$ cat config.mk
export PLATFORM = sky130hd
export DESIGN_NAME = rop_dcr_sched
export DESIGN_NICKNAME = d
export VERILOG_FILES = /design/src/rtl/VX_rop_types.sv /design/src/rtl/rop_dcr_decode.sv /design/src/rtl/rop_dcr_sched.sv
export SDC_FILE = /design/constraint.sdc
export NUM_CORES = 1
export LEC_CHECK = 0
export CORE_MARGIN = 5
export CORE_UTILIZATION = 40
export CTS_BUF_LIST = sky130_fd_sc_hd__clkbuf_8
export DETAILED_ROUTE_END_ITERATION = 12
export PLACE_DENSITY = 0.64
export SETUP_SLACK_MARGIN = 0.2
export SLEW_MARGIN = 30
export SYNTH_ARGS = -nofsm -noshare
export SYNTH_HDL_FRONTEND = slang
export SYNTH_SLANG_ARGS = --single-unit
$ cat constraint.sdc
create_clock -name clk -period 2.4 [get_ports clk]
set_clock_uncertainty 0.1 [all_clocks]
set_input_delay 0.48 -clock clk [delete_from_list [all_inputs] [get_ports clk]]
set_output_delay 0.48 -clock clk [all_outputs]
set_load 0.05 [all_outputs]
$ cat src/rtl/VX_rop_types.sv
// VX_rop_types: ROP DCR map, configuration layout and scheduler states.
// Packed field order follows the DCR word packing (first field is the MSB).
package VX_rop_types;

   localparam int ROP_DCR_ADDR_BITS = 4;
   localparam int ROP_STENCIL_BITS  = 6;

   localparam logic [ROP_DCR_ADDR_BITS-1:0] DCR_CBUF_ADDR      = 4'd0;
   localparam logic [ROP_DCR_ADDR_BITS-1:0] DCR_CBUF_PITCH     = 4'd1;
   localparam logic [ROP_DCR_ADDR_BITS-1:0] DCR_CBUF_WRITEMASK = 4'd2;
   localparam logic [ROP_DCR_ADDR_BITS-1:0] DCR_ZBUF_ADDR      = 4'd3;
   localparam logic [ROP_DCR_ADDR_BITS-1:0] DCR_ZBUF_PITCH     = 4'd4;
   localparam logic [ROP_DCR_ADDR_BITS-1:0] DCR_DEPTH          = 4'd5;
   localparam logic [ROP_DCR_ADDR_BITS-1:0] DCR_STENCIL_FRONT  = 4'd6;
   localparam logic [ROP_DCR_ADDR_BITS-1:0] DCR_STENCIL_BACK   = 4'd7;
   localparam logic [ROP_DCR_ADDR_BITS-1:0] DCR_BLEND_MODE     = 4'd8;
   localparam logic [ROP_DCR_ADDR_BITS-1:0] DCR_BLEND_FUNC     = 4'd9;
   localparam logic [ROP_DCR_ADDR_BITS-1:0] DCR_BLEND_CONST    = 4'd10;
   localparam logic [ROP_DCR_ADDR_BITS-1:0] DCR_LOGIC_OP       = 4'd11;
   localparam logic [ROP_DCR_ADDR_BITS-1:0] DCR_COMMIT         = 4'd12;

   localparam int DEPTH_EN_OFF      = 0;
   localparam int DEPTH_FUNC_OFF    = 1;
   localparam int DEPTH_WMASK_OFF   = 4;
   localparam int STENCIL_EN_OFF    = 0;
   localparam int STENCIL_FUNC_OFF  = 1;
   localparam int STENCIL_ZPASS_OFF = 4;
   localparam int STENCIL_ZFAIL_OFF = 7;
   localparam int STENCIL_FAIL_OFF  = 10;
   localparam int STENCIL_REF_OFF   = 13;
   localparam int STENCIL_MASK_OFF  = 19;
   localparam int STENCIL_WMASK_OFF = 25;

   typedef enum logic [1:0] {
      IDLE,
      DRAIN,
      APPLY
   } rop_sched_state_e;

   typedef struct packed {
      logic       writemask;
      logic [2:0] func;
      logic       enable;
   } rop_depth_t;

   typedef struct packed {
      logic [ROP_STENCIL_BITS-1:0] writemask;
      logic [ROP_STENCIL_BITS-1:0] mask;
      logic [ROP_STENCIL_BITS-1:0] sref;
      logic [2:0]                  fail;
      logic [2:0]                  zfail;
      logic [2:0]                  zpass;
      logic [2:0]                  func;
      logic                        enable;
   } rop_stencil_t;

   typedef struct packed {
      logic [2:0] alpha;
      logic [2:0] rgb;
   } rop_blend_mode_t;

   typedef struct packed {
      logic [3:0] dst_a;
      logic [3:0] dst_rgb;
      logic [3:0] src_a;
      logic [3:0] src_rgb;
   } rop_blend_func_t;

   typedef struct packed {
      logic [31:0]     cbuf_addr;
      logic [31:0]     cbuf_pitch;
      logic [3:0]      cbuf_writemask;
      logic [31:0]     zbuf_addr;
      logic [31:0]     zbuf_pitch;
      rop_depth_t      depth;
      rop_stencil_t    stencil_front;
      rop_stencil_t    stencil_back;
      rop_blend_mode_t blend_mode;
      rop_blend_func_t blend_func;
      logic [31:0]     blend_const;
      logic [3:0]      logic_op;
   } rop_dcrs_t;

   localparam int DEPTH_W   = $bits(rop_depth_t);
   localparam int STENCIL_W = $bits(rop_stencil_t);
   localparam int BMODE_W   = $bits(rop_blend_mode_t);
   localparam int BFUNC_W   = $bits(rop_blend_func_t);

   function automatic rop_dcrs_t rop_dcrs_reset();
      rop_dcrs_t v;
      v = '0;
      v.cbuf_writemask          = '1;
      v.stencil_front.mask      = '1;
      v.stencil_front.writemask = '1;
      v.stencil_back.mask       = '1;
      v.stencil_back.writemask  = '1;
      return v;
   endfunction

   localparam rop_dcrs_t ROP_DCRS_RESET = rop_dcrs_reset();

endpackage

$ cat src/rtl/rop_dcr_decode.sv
// rop_dcr_decode: DCR word to staging-field update, plus optional readback.
// ROP_DCR_READBACK_EN adds the combinational staging readback mux.
module rop_dcr_decode
   import VX_rop_types::*;
(
   input  logic                         i_wr_en,
   input  logic [ROP_DCR_ADDR_BITS-1:0] i_wr_addr,
   input  logic [31:0]                  i_wr_data,
`ifdef ROP_DCR_READBACK_EN
   input  logic [ROP_DCR_ADDR_BITS-1:0] i_rd_addr,
   input  logic                         i_cfg_busy,
   output logic [31:0]                  o_rd_data,
`endif
   input  logic [$bits(rop_dcrs_t)-1:0] i_staging,
   output logic [$bits(rop_dcrs_t)-1:0] o_staging
);

   rop_dcrs_t w_cur;
   rop_dcrs_t w_nxt;

   assign w_cur     = rop_dcrs_t'(i_staging);
   assign o_staging = w_nxt;

   // COMMIT and unmapped addresses leave staging untouched
   always_comb begin
      w_nxt = w_cur;
      if (i_wr_en) begin
         case (i_wr_addr)
            DCR_CBUF_ADDR:      w_nxt.cbuf_addr      = i_wr_data;
            DCR_CBUF_PITCH:     w_nxt.cbuf_pitch     = i_wr_data;
            DCR_CBUF_WRITEMASK: w_nxt.cbuf_writemask = i_wr_data[3:0];
            DCR_ZBUF_ADDR:      w_nxt.zbuf_addr      = i_wr_data;
            DCR_ZBUF_PITCH:     w_nxt.zbuf_pitch     = i_wr_data;
            DCR_DEPTH:          w_nxt.depth          = i_wr_data[DEPTH_W-1:0];
            DCR_STENCIL_FRONT:  w_nxt.stencil_front  = i_wr_data[STENCIL_W-1:0];
            DCR_STENCIL_BACK:   w_nxt.stencil_back   = i_wr_data[STENCIL_W-1:0];
            DCR_BLEND_MODE:     w_nxt.blend_mode     = i_wr_data[BMODE_W-1:0];
            DCR_BLEND_FUNC:     w_nxt.blend_func     = i_wr_data[BFUNC_W-1:0];
            DCR_BLEND_CONST:    w_nxt.blend_const    = i_wr_data;
            DCR_LOGIC_OP:       w_nxt.logic_op       = i_wr_data[3:0];
            default: ;
         endcase
      end
   end

`ifdef ROP_DCR_READBACK_EN
   always_comb begin
      o_rd_data = '0;
      case (i_rd_addr)
         DCR_CBUF_ADDR:      o_rd_data                = w_cur.cbuf_addr;
         DCR_CBUF_PITCH:     o_rd_data                = w_cur.cbuf_pitch;
         DCR_CBUF_WRITEMASK: o_rd_data[3:0]           = w_cur.cbuf_writemask;
         DCR_ZBUF_ADDR:      o_rd_data                = w_cur.zbuf_addr;
         DCR_ZBUF_PITCH:     o_rd_data                = w_cur.zbuf_pitch;
         DCR_DEPTH:          o_rd_data[DEPTH_W-1:0]   = w_cur.depth;
         DCR_STENCIL_FRONT:  o_rd_data[STENCIL_W-1:0] = w_cur.stencil_front;
         DCR_STENCIL_BACK:   o_rd_data[STENCIL_W-1:0] = w_cur.stencil_back;
         DCR_BLEND_MODE:     o_rd_data[BMODE_W-1:0]   = w_cur.blend_mode;
         DCR_BLEND_FUNC:     o_rd_data[BFUNC_W-1:0]   = w_cur.blend_func;
         DCR_BLEND_CONST:    o_rd_data                = w_cur.blend_const;
         DCR_LOGIC_OP:       o_rd_data[3:0]           = w_cur.logic_op;
         DCR_COMMIT:         o_rd_data[0]             = i_cfg_busy;
         default: ;
      endcase
   end
`endif

endmodule

$ cat src/rtl/rop_dcr_sched.sv
// rop_dcr_sched: staged ROP configuration, swapped in only once the datapath drains.
// ROP_DCR_READBACK_EN adds the dcr_rd_addr/dcr_rd_data staging readback port.
module rop_dcr_sched
   import VX_rop_types::*;
#(
   parameter int MAX_OUTSTANDING = 16,
   parameter int CNT_BITS        = $clog2(MAX_OUTSTANDING+1)
) (
   input  logic                         clk,
   input  logic                         reset_n,
   input  logic                         dcr_wr_valid,
   output logic                         dcr_wr_ready,
   input  logic [ROP_DCR_ADDR_BITS-1:0] dcr_wr_addr,
   input  logic [31:0]                  dcr_wr_data,
`ifdef ROP_DCR_READBACK_EN
   input  logic [ROP_DCR_ADDR_BITS-1:0] dcr_rd_addr,
   output logic [31:0]                  dcr_rd_data,
`endif
   input  logic                         req_fire,
   input  logic                         rsp_fire,
   output logic                         admit_en,
   output logic [$bits(rop_dcrs_t)-1:0] dcrs,
   output logic                         cfg_busy,
   output logic                         commit_done
);

   localparam logic [CNT_BITS-1:0] MAX_CNT = CNT_BITS'(MAX_OUTSTANDING);

   rop_sched_state_e r_state;
   rop_sched_state_e w_state_nxt;

   logic [CNT_BITS-1:0] r_cnt;
   logic [CNT_BITS-1:0] w_cnt_nxt;

   rop_dcrs_t r_staging;
   rop_dcrs_t r_active;
   logic [$bits(rop_dcrs_t)-1:0] w_staging_nxt;

   logic r_busy;
   logic r_done;
   logic w_wr_en;
   logic w_commit;

   assign w_wr_en  = dcr_wr_valid && (r_state == IDLE);
   assign w_commit = w_wr_en && (dcr_wr_addr == DCR_COMMIT);

   assign dcr_wr_ready = (r_state == IDLE);
   assign admit_en     = (r_state == IDLE) && (r_cnt < MAX_CNT);
   assign dcrs         = r_active;
   assign cfg_busy     = r_busy;
   assign commit_done  = r_done;

   rop_dcr_decode u_decode (
      .i_wr_en    (w_wr_en),
      .i_wr_addr  (dcr_wr_addr),
      .i_wr_data  (dcr_wr_data),
`ifdef ROP_DCR_READBACK_EN
      .i_rd_addr  (dcr_rd_addr),
      .i_cfg_busy (r_busy),
      .o_rd_data  (dcr_rd_data),
`endif
      .i_staging  (r_staging),
      .o_staging  (w_staging_nxt)
   );

   // Saturate at both ends so a protocol slip cannot wrap the count
   always_comb begin
      w_cnt_nxt = r_cnt;
      if (req_fire && !rsp_fire && r_cnt != MAX_CNT)
         w_cnt_nxt = r_cnt + CNT_BITS'(1);
      else if (rsp_fire && !req_fire && r_cnt != '0)
         w_cnt_nxt = r_cnt - CNT_BITS'(1);
   end

   always_comb begin
      w_state_nxt = r_state;
      unique case (r_state)
         IDLE:    if (w_commit) w_state_nxt = DRAIN;
         DRAIN:   if (w_cnt_nxt == '0) w_state_nxt = APPLY;
         APPLY:   w_state_nxt = IDLE;
         default: w_state_nxt = IDLE;
      endcase
   end

   always_ff @(posedge clk or negedge reset_n) begin
      if (!reset_n) r_state <= IDLE;
      else          r_state <= w_state_nxt;
   end

   always_ff @(posedge clk or negedge reset_n) begin
      if (!reset_n) begin
         r_cnt     <= '0;
         r_staging <= ROP_DCRS_RESET;
         r_active  <= ROP_DCRS_RESET;
         r_busy    <= 1'b0;
         r_done    <= 1'b0;
      end else begin
         r_cnt     <= w_cnt_nxt;
         r_staging <= rop_dcrs_t'(w_staging_nxt);
         if (r_state == APPLY) r_active <= r_staging;
         r_busy    <= (w_state_nxt != IDLE);
         r_done    <= (w_state_nxt == APPLY);
      end
   end

`ifndef SYNTHESIS
   a_rsp_underflow: assert property (@(posedge clk) disable iff (!reset_n)
      !(rsp_fire && !req_fire && r_cnt == '0));
   a_req_blocked: assert property (@(posedge clk) disable iff (!reset_n)
      !(req_fire && !admit_en));
`endif

endmodule
# Word level (Yosys, flattened, before mapping)
# Index checks and enable logic that the tools add are counted.
# W data, S select, Z words.
dict set report word_totals {
  mem_bits_rw 0
  regBits 523
  out_inout_bits 261
  mem_count 0
  rom_bits 0
  input_bits 41
  latch_bits 0
  word_cells 118
}
dict set report op_classes {
  mux 5
  addsub 2
  n_shift 0
  div_mod_pow 0
  multipliers 0
  eq_ne 16
  order_cmp 1
  bitwise_logic 0
  reduce_logical 26
}
# cell n
set op_table {}
lappend op_table {{$reduce_and A2 Y1} 12}
lappend op_table {{$eq A4 B4 Y1 const B} 5}
lappend op_table {{$eq A4 B3 Y1 const B} 4}
lappend op_table {{$mux W5} 2}
lappend op_table {{$eq A4 B2 Y1 const B} 2}
lappend op_table {{$logic_and A1 B1 Y1} 7}
lappend op_table {{$add A5 B1 Y5 const B} 1}
lappend op_table {{$logic_not A5 Y1} 1}
lappend op_table {{$lt A5 B5 Y1 const B} 1}
lappend op_table {{$ne A5 B5 Y1 const B} 1}
lappend op_table {{$reduce_bool A5 Y1} 1}
lappend op_table {{$sub A5 B1 Y5 const B} 1}
lappend op_table {{$eq A2 B2 Y1 const B} 2}
lappend op_table {{$eq A4 B1 Y1 const B} 1}
lappend op_table {{$logic_not A4 Y1} 1}
lappend op_table {{$mux W2} 2}
lappend op_table {{$pmux W2 S2} 1}
lappend op_table {{$eq A2 B1 Y1 const B} 1}
lappend op_table {{$logic_not A1 Y1} 2}
lappend op_table {{$logic_not A2 Y1} 1}
lappend op_table {{$reduce_bool A2 Y1} 1}

# Longest topological paths before layout
# Gate-level depths: netlist of the first run.
dict set report depth {
  ltp_word 9
  ltp_mapped 6
  mapped_depth_nobuf 6
}

# Hierarchy
# Synthesis of the first run repeated with hierarchy kept, for this count alone.
dict set report hier_totals {
  hier_cells 1174
  area_unflattened_um2 19765.2
}
# module cells_each area_per_inst_um2 n_inst seq_area_each_um2
set modules_own_cells {}
lappend modules_own_cells {rop_dcr_sched 868 16592.2 1 13157.6}
lappend modules_own_cells {rop_dcr_decode 306 3173.0 1 0.0}

# Worst setup path after synthesis of the first run
# OpenSTA, ideal clock, no wires.
dict set report synth_path {
  kind {in2reg}
  from {input port dcr_wr_valid}
  to {register r_staging[231] (netlist bit)}
  path_slack_ns 0.173
  setup_ns 0.125
  cell_stages 5
  path_buffers 1
  t_arrival_ns 2.002
  required_time_ns 2.175
  path_cell_list {or3b_1 or3_4 nor3_4 buf_6 mux2_2}
}
dict set report synth_via {
  elab_chain_cells 2
}
# item line_no
set synth_rtl {}
lappend synth_rtl {{start, declared} rop_dcr_sched.sv:11} ;# input logic dcr_wr_valid,
lappend synth_rtl {{$logic_and A1 B1 Y1} rop_dcr_sched.sv:44} ;# assign w_wr_en = dcr_wr_valid && (r_state == IDLE);
lappend synth_rtl {{$reduce_and A2 Y1 (no line)} -}
lappend synth_rtl {{end signal, assigned} rop_dcr_sched.sv:99} ;# r_staging <= rop_dcrs_t'(w_staging_nxt);
lappend synth_rtl {{end, declared} rop_dcr_sched.sv:35} ;# rop_dcrs_t r_staging;
# Every way passes these cells.
# A chain may end at the register's enable or synchronous reset.

# Final worst setup path of the first run
dict set report layout_path {
  from {register r_state[0]}
  to {register r_staging[219] (netlist bit)}
}
dict set report layout_via {
  elab_chain_cells 3
}
# item line_no
set layout_rtl {}
lappend layout_rtl {{start, declared} rop_dcr_sched.sv:29} ;# rop_sched_state_e r_state;
lappend layout_rtl {{start signal, assigned} rop_dcr_sched.sv:87} ;# else r_state <= w_state_nxt;
lappend layout_rtl {{$logic_not A2 Y1} rop_dcr_sched.sv:44}
lappend layout_rtl {{$logic_and A1 B1 Y1} rop_dcr_sched.sv:44}
lappend layout_rtl {{$reduce_and A2 Y1 (no line)} -}
# Every way passes these cells.

==> results.yml, run 1 <==
status:
  outcome: "finished, final reports clean"
yosys:
  synthCells: 1174
  yosys-top-cells-area: "dfrtp_1 59%, mux2_2 29%, dfstp_2 7.4%"
  ys_ff_latch: 523
  yosys.area.top_type_share_pct: 59.17
  ys.flop_type: "dfrtp_1"
  synth_area_per_cell_um2: 16.82
  ys_async_sr_fraction_pct: 100.0
  yosysWarnings: 0
  seq_area_frac_synth_pct: 66.62
  synth_edf_count: 0
  yosys.area.top_type: "dfrtp_1"
  synth_cell_types: 46
  synth_nets: 1217
  syn_area_um2: 19750
placed_design:
  port_buffers: 301
  place_ws_ns: -0.4433
  placed_area_um2: 24140
  gp_congestion: 0.7336
  place_hpwl_um: 31850
timing:
  hold_viol: 0
  max_freq_mhz: 425.3
  fin_crit_sh_pct: 97.98
  drv_slew: 0
  rsz0062_at_grt: "true"
  period_minus_slack_ns: 2.352
  maxSlewHeadroom_pct: 53.45
  tightest_slew_ns: 0.6960
  setup_violations: 0
  setup_slack_ns: 0.04845
finish:
  layout-drive-gt1-share_pct: 56.96
  stdcell_area_um2: 26960
  antenna_cells: 0
  area.growth.synth_to_final_pct: 36.48
  most-common-layout-cells: "467 x dfrtp_1, 407 x mux2_2, 110 x clkbuf_8"
  final_common_cell: "dfrtp_1"
  nets: 1647
power:
  seqPwrFrac_pct: 41.5
  p_leak_nw: 13.08
  p_sw_mw: 13.09
  clock_power_share_pct: 22.3
  comb_power_share_pct: 36.2
  power_mw: 34.81
  powerDensity_nw_per_um2: 1291
  swShare_pct: 37.59
  p_int_mw: 21.72
  irDropWorstVdd_v: 0.0008414
route:
  wirelength_um: 50850
  wl_met1_um: 22530
  drt_iter0_drc: 443
  drcViolationCount: 0
  route.detailed.vias_per_inst: 4.915
  highest_layer: "met4"
  wl_met3_um: 2494
  routedWlPerCell_um: 21.76
  drt-pass1-iter-count: 4
  detail-route-antenna-nets: 0
  vias: 11490
  wl_met2_um: 24890
clocking:
  path_clk_slew_ns: 0.07
  h-tree-depth: 3
  clkLatencyLatePin_ns: 0.66
  cts_root_buf: "clkbuf_8"
  cts_buffer_depth: 3
  numCtsBuffers: 86
  tritoncts: "done"
  clock_sinks: 523
global_route:
  grt_pass1_vias: 12400
  grt_pass1_wl_um: 74840
  overflow: 0
  grt_max_degree: 79
  gr-usage-all-layers_pct: 17.90
  antenna_found_initial: 1
die:
  std_cell_rows: 81
  io_pins: 302
  dieArea_um2: 53920
  fp.dieW_um: 232.2
  die_h_um: 232.2
  core_um2: 48850
  start_util_pct: 40.43
run:
  maxCapViolations: 0
setup_path:
  cp_max_fo: 6
  path_class: "register to register"
  cp-end-kind: "register"
  critical_path_arrival_ns: 2.79
  crit_required_ns: 2.84
  startpoint_type: "register"
worst_hold_path:
  min_path_type: "input port to async pin"
## metrics by stage
stage	utilization [%]	hold WS, ns	cells	TNS [ns]
finish	55.18	0.3070	2337	0
global route	55.18	0.3205	2337	0
CTS	54.00	0.2774	2311	-0.02685
detailed placement	49.41	0.3751	2143	-73.51
global placement	49.41	0.3637	2143	-69.14
floorplan	-	0.08441	1174	0
## per-layer routing
| layer | vias up | global-route usage (%) |
|---|---|---|
| li1 | 5077 | - |
| met1 | 6079 | 23.78 |
| met2 | 268 | 29.31 |
| met3 | 62 | 4.182 |
| met4 | 0 | 5.798 |
| met5 | - | 0 |
## worst paths after layout
| check | endpoint | depth (start not counted) | slack (ns) | startpoint |
|---|---|---|---|---|
| worst max-delay path | r_staging[219] | 7 | 0.05 | r_state[0] |
| worst min-delay path | r_cnt[0] | 2 | 0.31 | reset_n |
| worst max register to register | r_staging[219] | 7 | 0.05 | r_state[0] |
| worst min register to register | r_staging[38] | 1 | 0.39 | r_staging[38] |
| max in group asynchronous | r_staging[203] | 3 | 1.07 | reset_n |
| min in group clk | r_staging[38] | 1 | 0.39 | r_staging[38] |
## logic make-up (layout without fill, tap and decap cells)
kind of cell	after synthesis	in the layout	synth area share, %
flops	523	523	66.62
mux	514	514	29.30
buf+inv	65	564	1.577
simple gates	52	52	1.660
compound gates	17	17	0.6715
fa+ha+maj	2	2	0.1267
xor+xnor	1	1	0.04435
## state kept, by name, indices dropped and copies added, names as in the netlist
name,cells
commit_done,1
cfg_busy,1
r_cnt,5
r_state,2
r_staging,257
dcrs,257
## power groups by stage
stage                     clock network, mW  logic, mW  registers [mW]
after floorplan                           0       3.55            18.9
after global placement                    0       12.5            14.5
after detailed placement                  0       12.8            14.5
after CTS                              8.04       12.5            14.4
after global routing                   8.45       13.3            14.8
final                                  7.75       12.6            14.4
## layout make-up
class | instances | area (um2)
multi-input combinational | 586 | 6768
clock inverter | 47 | 245.2
sequential | 523 | 13160
inverter | 4 | 15.01
fill | 4100 | 21890
tap | 664 | 830.8
clock buffer | 110 | 1514
timing repair buffer | 403 | 4427
## worst max-delay path: stages, from the launching register on
cell and delay [ns]:
dfrtp_1 0.38, or3b_4 0.42, or3_4 0.37, buf_6 0.14, nor2b_4 0.18, buf_6 0.17, clkbuf_16 0.17, mux2_4 0.30
## synthesized netlist by cell type, types with 3 or more instances
| library cell | instances |
|---|---|
| mux2_1 | 8 |
| nor2_1 | 5 |
| nor3_1 | 6 |
| inv_1 | 4 |
| mux2_2 | 506 |
| buf_1 | 4 |
| dfstp_2 | 56 |
| nand2_1 | 12 |
| buf_6 | 6 |
| and3_1 | 3 |
| dfrtp_1 | 467 |
| nor2b_1 | 6 |
| clkbuf_1 | 39 |
| buf_4 | 3 |
| a211oi_1 | 3 |
| buf_2 | 9 |
| nand3_1 | 3 |
## what timing repair did
item,in CTS,in global routing
cloned,4,14
endpoints found under the hold margin,39,0
setup buffers,6,12
setup endpoints to repair,294,274
hold buffers,1,0
pin swaps,5,9
gates resized for setup,719,73
(Power assumes the default switching activity.)
==> inputs of run 2 (changes only) <==
- CORE_MARGIN: 5 -> 2
==> results.yml, run 2 (synthesis gave the netlist of run 1 again) <==
status:
  outcome: "finished, final reports clean"
timing:
  hold_viol: 0
  maxSlewHeadroom_pct: 56.58
  rsz0062_at_grt: "true"
  fin_crit_sh_pct: 96.98
  setup_violations: 0
  drv_slew: 0
  period_minus_slack_ns: 2.327
  max_freq_mhz: 429.7
  tightest_slew_ns: 0.6493
  setup_slack_ns: 0.07256
power:
  p_int_mw: 21.59
  powerDensity_nw_per_um2: 1296
  power_mw: 34.65
  p_sw_mw: 13.05
  swShare_pct: 37.67
  clock_power_share_pct: 22.6
  comb_power_share_pct: 36.1
  seqPwrFrac_pct: 41.3
  p_leak_nw: 13.04
  irDropWorstVdd_v: 0.0007099
setup_path:
  startpoint_type: "register"
  reg2reg_depth: 8
  cp-end-kind: "register"
  crit_required_ns: 2.85
  cp_max_fo: 5
  path_class: "register to register"
  critical_path_arrival_ns: 2.77
clocking:
  cts_buffer_depth: 3
  clock_sinks: 523
  numCtsBuffers: 87
  clkLatencyLatePin_ns: 0.66
  path_clk_slew_ns: 0.06
  cts_root_buf: "clkbuf_8"
  h-tree-depth: 3
  tritoncts: "done"
route:
  drt_iter0_drc: 462
  route.detailed.vias_per_inst: 4.902
  drt-pass1-iter-count: 4
  wirelength_um: 49830
  routedWlPerCell_um: 21.31
  detail-route-antenna-nets: 0
  drcViolationCount: 0
  vias: 11460
finish:
  final_util_pct: 54.72
  layout-drive-gt1-share_pct: 55.91
  most-common-layout-cells: "465 x dfrtp_1, 429 x mux2_2, 111 x clkbuf_8"
  fillers: 4050
  area.growth.synth_to_final_pct: 35.33
  antenna_cells: 0
  final_common_cell: "dfrtp_1"
  nets: 1645
die:
  fp.dieW_um: 226.2
  std_cell_rows: 81
  start_util_pct: 40.43
  core_um2: 48850
  io_pins: 302
  die_h_um: 226.2
  dieArea_um2: 51170
global_route:
  grt_max_degree: 65
  overflow: 0
  grt_pass1_wl_um: 73510
  gr-usage-all-layers_pct: 19.05
  antenna_found_initial: 0
  grt_pass1_vias: 12180
placed_design:
  gp_congestion: 0.7383
  place_ws_ns: -0.4634
  place_hpwl_um: 31040
  port_buffers: 301
worst_hold_path:
  min_path_type: "input port to async pin"
run:
  maxCapViolations: 0
## run 2: changes by cell type in the layout (fill, tap and decap cells not counted), sizes merged
cell           change
clkinv             -2
buf                +1
clkbuf             -2
clkdlybuf4s15     -21
clkdlybuf4s18      -1
inv                +5
dlygate4sd2       +21
## run 2: cell type report
cell class,count,area [um2],area share (%)
Clock inverter,50,254.0,0.9502
Multi-Input combinational cell,586,6674,24.97
Inverter,4,15.01,0.05617
Sequential cell,523,13160,49.23
Timing Repair Buffer,400,4269,15.97
Clock buffer,111,1528,5.715
Tap cell,664,830.8,3.108
## run 2: worst paths after layout
| path | start | endpoint | slack (ns) |
|---|---|---|---|
| max | r_state[1] | r_staging[246] | 0.07 |
| min | reset_n | cfg_busy | 0.24 |
| max reg2reg | r_state[1] | r_staging[246] | 0.07 |
| min reg2reg | r_staging[177] | dcrs[177] | 0.39 |
| max in group asynchronous | reset_n | r_staging[118] | 1.12 |
| min in group clk | r_staging[177] | dcrs[177] | 0.39 |
## run 2: power by group through the flow
stage                     Clock [mW]  Combinational, mW  Sequential, mW
final                           7.84               12.5            14.3
after global routing            8.48               13.1            14.7
after CTS                       8.10               12.3            14.3
after detailed placement           0               12.8            14.4
after global placement             0               12.6            14.3
after floorplan                    0               3.55            18.9
## run 2: timing repair
item	in CTS	in global routing
hold endpoints to repair	50	0
setup buffers	8	9
hold buffers	1	0
endpoints found under the setup margin	291	232
cloned	4	11
pin swaps	0	2
resized for setup	623	103
## run 2: metrics by stage
step,instances,cell area [um2],hold WS (ns),TNS (ns)
2_1_floorplan,1174,19760,0.08441,0
3_3_place_gp,2144,24100,0.3417,-62.62
3_5_place_dp,2144,24100,0.3434,-68.23
4_1_cts,2318,26130,0.2005,0
5_1_grt,2338,26730,0.2460,0
6_report,2338,26730,0.2389,0
## run 2: layer usage
metal  share of wire, %  track usage, %  vias up
met5                  0               0        -
met4                1.9           6.239        0
met3                5.2           4.124       67
met2                 47           30.26      267
met1                 46           26.05     6060
li1                   -               -     5068
## run 2: worst max-delay path: stages (launching register included)
cell     delay, ns
dfrtp_1       0.39
or3b_4        0.40
or3_4         0.39
nor3_4        0.17
buf_12        0.14
buf_6         0.09
buf_8         0.10
buf_16        0.11
mux2_2        0.32
==> inputs of run 3 (changes only) <==
- MAX_ROUTING_LAYER: not set -> met4
==> results.yml, run 3 (synthesis gave the netlist of run 1 again) <==
route:
  detail-route-antenna-nets: 0
  drcViolationCount: 0
  drt_iter0_drc: 526
  route.detailed.vias_per_inst: 4.891
  wirelength_um: 49990
  routedWlPerCell_um: 21.37
  vias: 11440
  drt-pass1-iter-count: 4
power:
  power_mw: 34.68
  p_leak_nw: 13.07
  comb_power_share_pct: 36.1
  swShare_pct: 37.65
  p_int_mw: 21.62
  p_sw_mw: 13.06
  irDropWorstVdd_v: 0.0007097
  powerDensity_nw_per_um2: 1295
  seqPwrFrac_pct: 41.3
  clock_power_share_pct: 22.6
global_route:
  grt_pass1_wl_um: 73510
  overflow: 0
  antenna_found_initial: 0
  grt_pass1_vias: 12190
  grt_max_degree: 65
  gr-usage-all-layers_pct: 19.62
die:
  start_util_pct: 40.43
  dieArea_um2: 51170
  io_pins: 302
  core_um2: 48850
  std_cell_rows: 81
  die_h_um: 226.2
  fp.dieW_um: 226.2
timing:
  setup_violations: 0
  max_freq_mhz: 427.3
  hold_viol: 0
  maxSlewHeadroom_pct: 56.03
  tightest_slew_ns: 0.6574
  holdWs_ns: 0.2326
  rsz0062_at_grt: "true"
  setup_slack_ns: 0.05946
  fin_crit_sh_pct: 97.52
  period_minus_slack_ns: 2.341
  fin_setup_tns_ns: 0
  drv_slew: 0
placed_design:
  place_ws_ns: -0.4634
  place_hpwl_um: 31040
  placed_area_um2: 24100
  dp_cells: 2144
  gp_congestion: 0.7476
  port_buffers: 301
run:
  maxCapViolations: 0
clocking:
  clock_sinks: 523
  cts_buffer_depth: 3
  clkLatencyLatePin_ns: 0.66
  h-tree-depth: 3
  path_clk_slew_ns: 0.06
  numCtsBuffers: 87
  cts_root_buf: "clkbuf_8"
  tritoncts: "done"
finish:
  final_cells: 2339
  area.growth.synth_to_final_pct: 35.62
  nets: 1646
  final_util_pct: 54.84
  multi_input_area_um2: 6693
  ff_latch_area_um2: 13160
  antenna_cells: 0
  final_common_cell: "dfrtp_1"
  layout-drive-gt1-share_pct: 55.82
  fillers: 4042
  most-common-layout-cells: "465 x dfrtp_1, 425 x mux2_2, 111 x clkbuf_8"
  stdcell_area_um2: 26790
setup_path:
  crit_required_ns: 2.83
  reg2reg_depth: 7
  path_class: "register to register"
  r2r_end: "r_staging[207]"
  critical_path_arrival_ns: 2.77
  cp_max_fo: 6
  r2r-start: "r_state[1]"
  startpoint_type: "register"
  rrSetupSlack_ns: 0.06
  cp-end-kind: "register"
status:
  outcome: "finished, final reports clean"
worst_hold_path:
  min_path_type: "input port to async pin"
==> run 3: changes by cell type in the layout (fill, tap and decap cells not counted), sizes merged <==
cell,change
clkbuf,-2
clkdlybuf4s15,+1
dlygate4sd2,+2
==> run 3: power by group through the flow <==
stage | Sequential [mW] | Combinational, mW | Clock [mW]
after floorplan | 18.9 | 3.55 | 0
after global placement | 14.3 | 12.6 | 0
after detailed placement | 14.4 | 12.8 | 0
after CTS | 14.3 | 12.3 | 8.10
after global routing | 14.7 | 13.1 | 8.48
final | 14.3 | 12.5 | 7.84
==> run 3: repair_timing <==
item	4_1_cts	5_1_grt
hold buffers	1	0
cloned	4	12
endpoints found under the setup margin	291	225
pin swaps	0	2
gates resized for setup	623	103
buffers inserted	8	9
endpoints found under the hold margin	50	0
==> run 3: cell type report <==
cell class              instances  area share [%]
clock buffers                 111           5.703
flip-flops and latches        523           49.13
repair buffers                401           16.08
multi-input cells             586           24.98
inverters                       4         0.05605
well taps                     664           3.102
clock inverters                50          0.9482
==> run 3: worst max-delay path: stages, from the launching register on <==
cell and delay [ns]:
dfrtp_1 0.39, or3b_4 0.40, or3_4 0.39, buf_12 0.15, nor2b_4 0.13, buf_12 0.16, buf_12 0.14, mux2_2 0.33
==> run 3: worst max-delay path by stage <==
| stage | cells past startpoint | end | from |
|---|---|---|---|
| 2_1_floorplan | 5 | r_staging[231] | dcr_wr_valid |
| 3_3_place_gp | 6 | r_staging[247] | dcr_wr_valid |
| 3_5_place_dp | 6 | r_staging[248] | dcr_wr_valid |
| 4_1_cts | 3 | dcr_wr_ready | r_state[1] |
| 5_1_grt | 8 | r_staging[246] | r_state[1] |
| 6_report | 7 | r_staging[207] | r_state[1] |
==> run 3: metal layers <==
metal / vias up / track usage [%] / share of wire [%]
met5: - / - / 0
met4: 0 / 6.261 / 1.9
met3: 69 / 3.890 / 4.8
met2: 272 / 30.28 / 47
met1: 6027 / 26.19 / 46
li1: 5072 / - / -
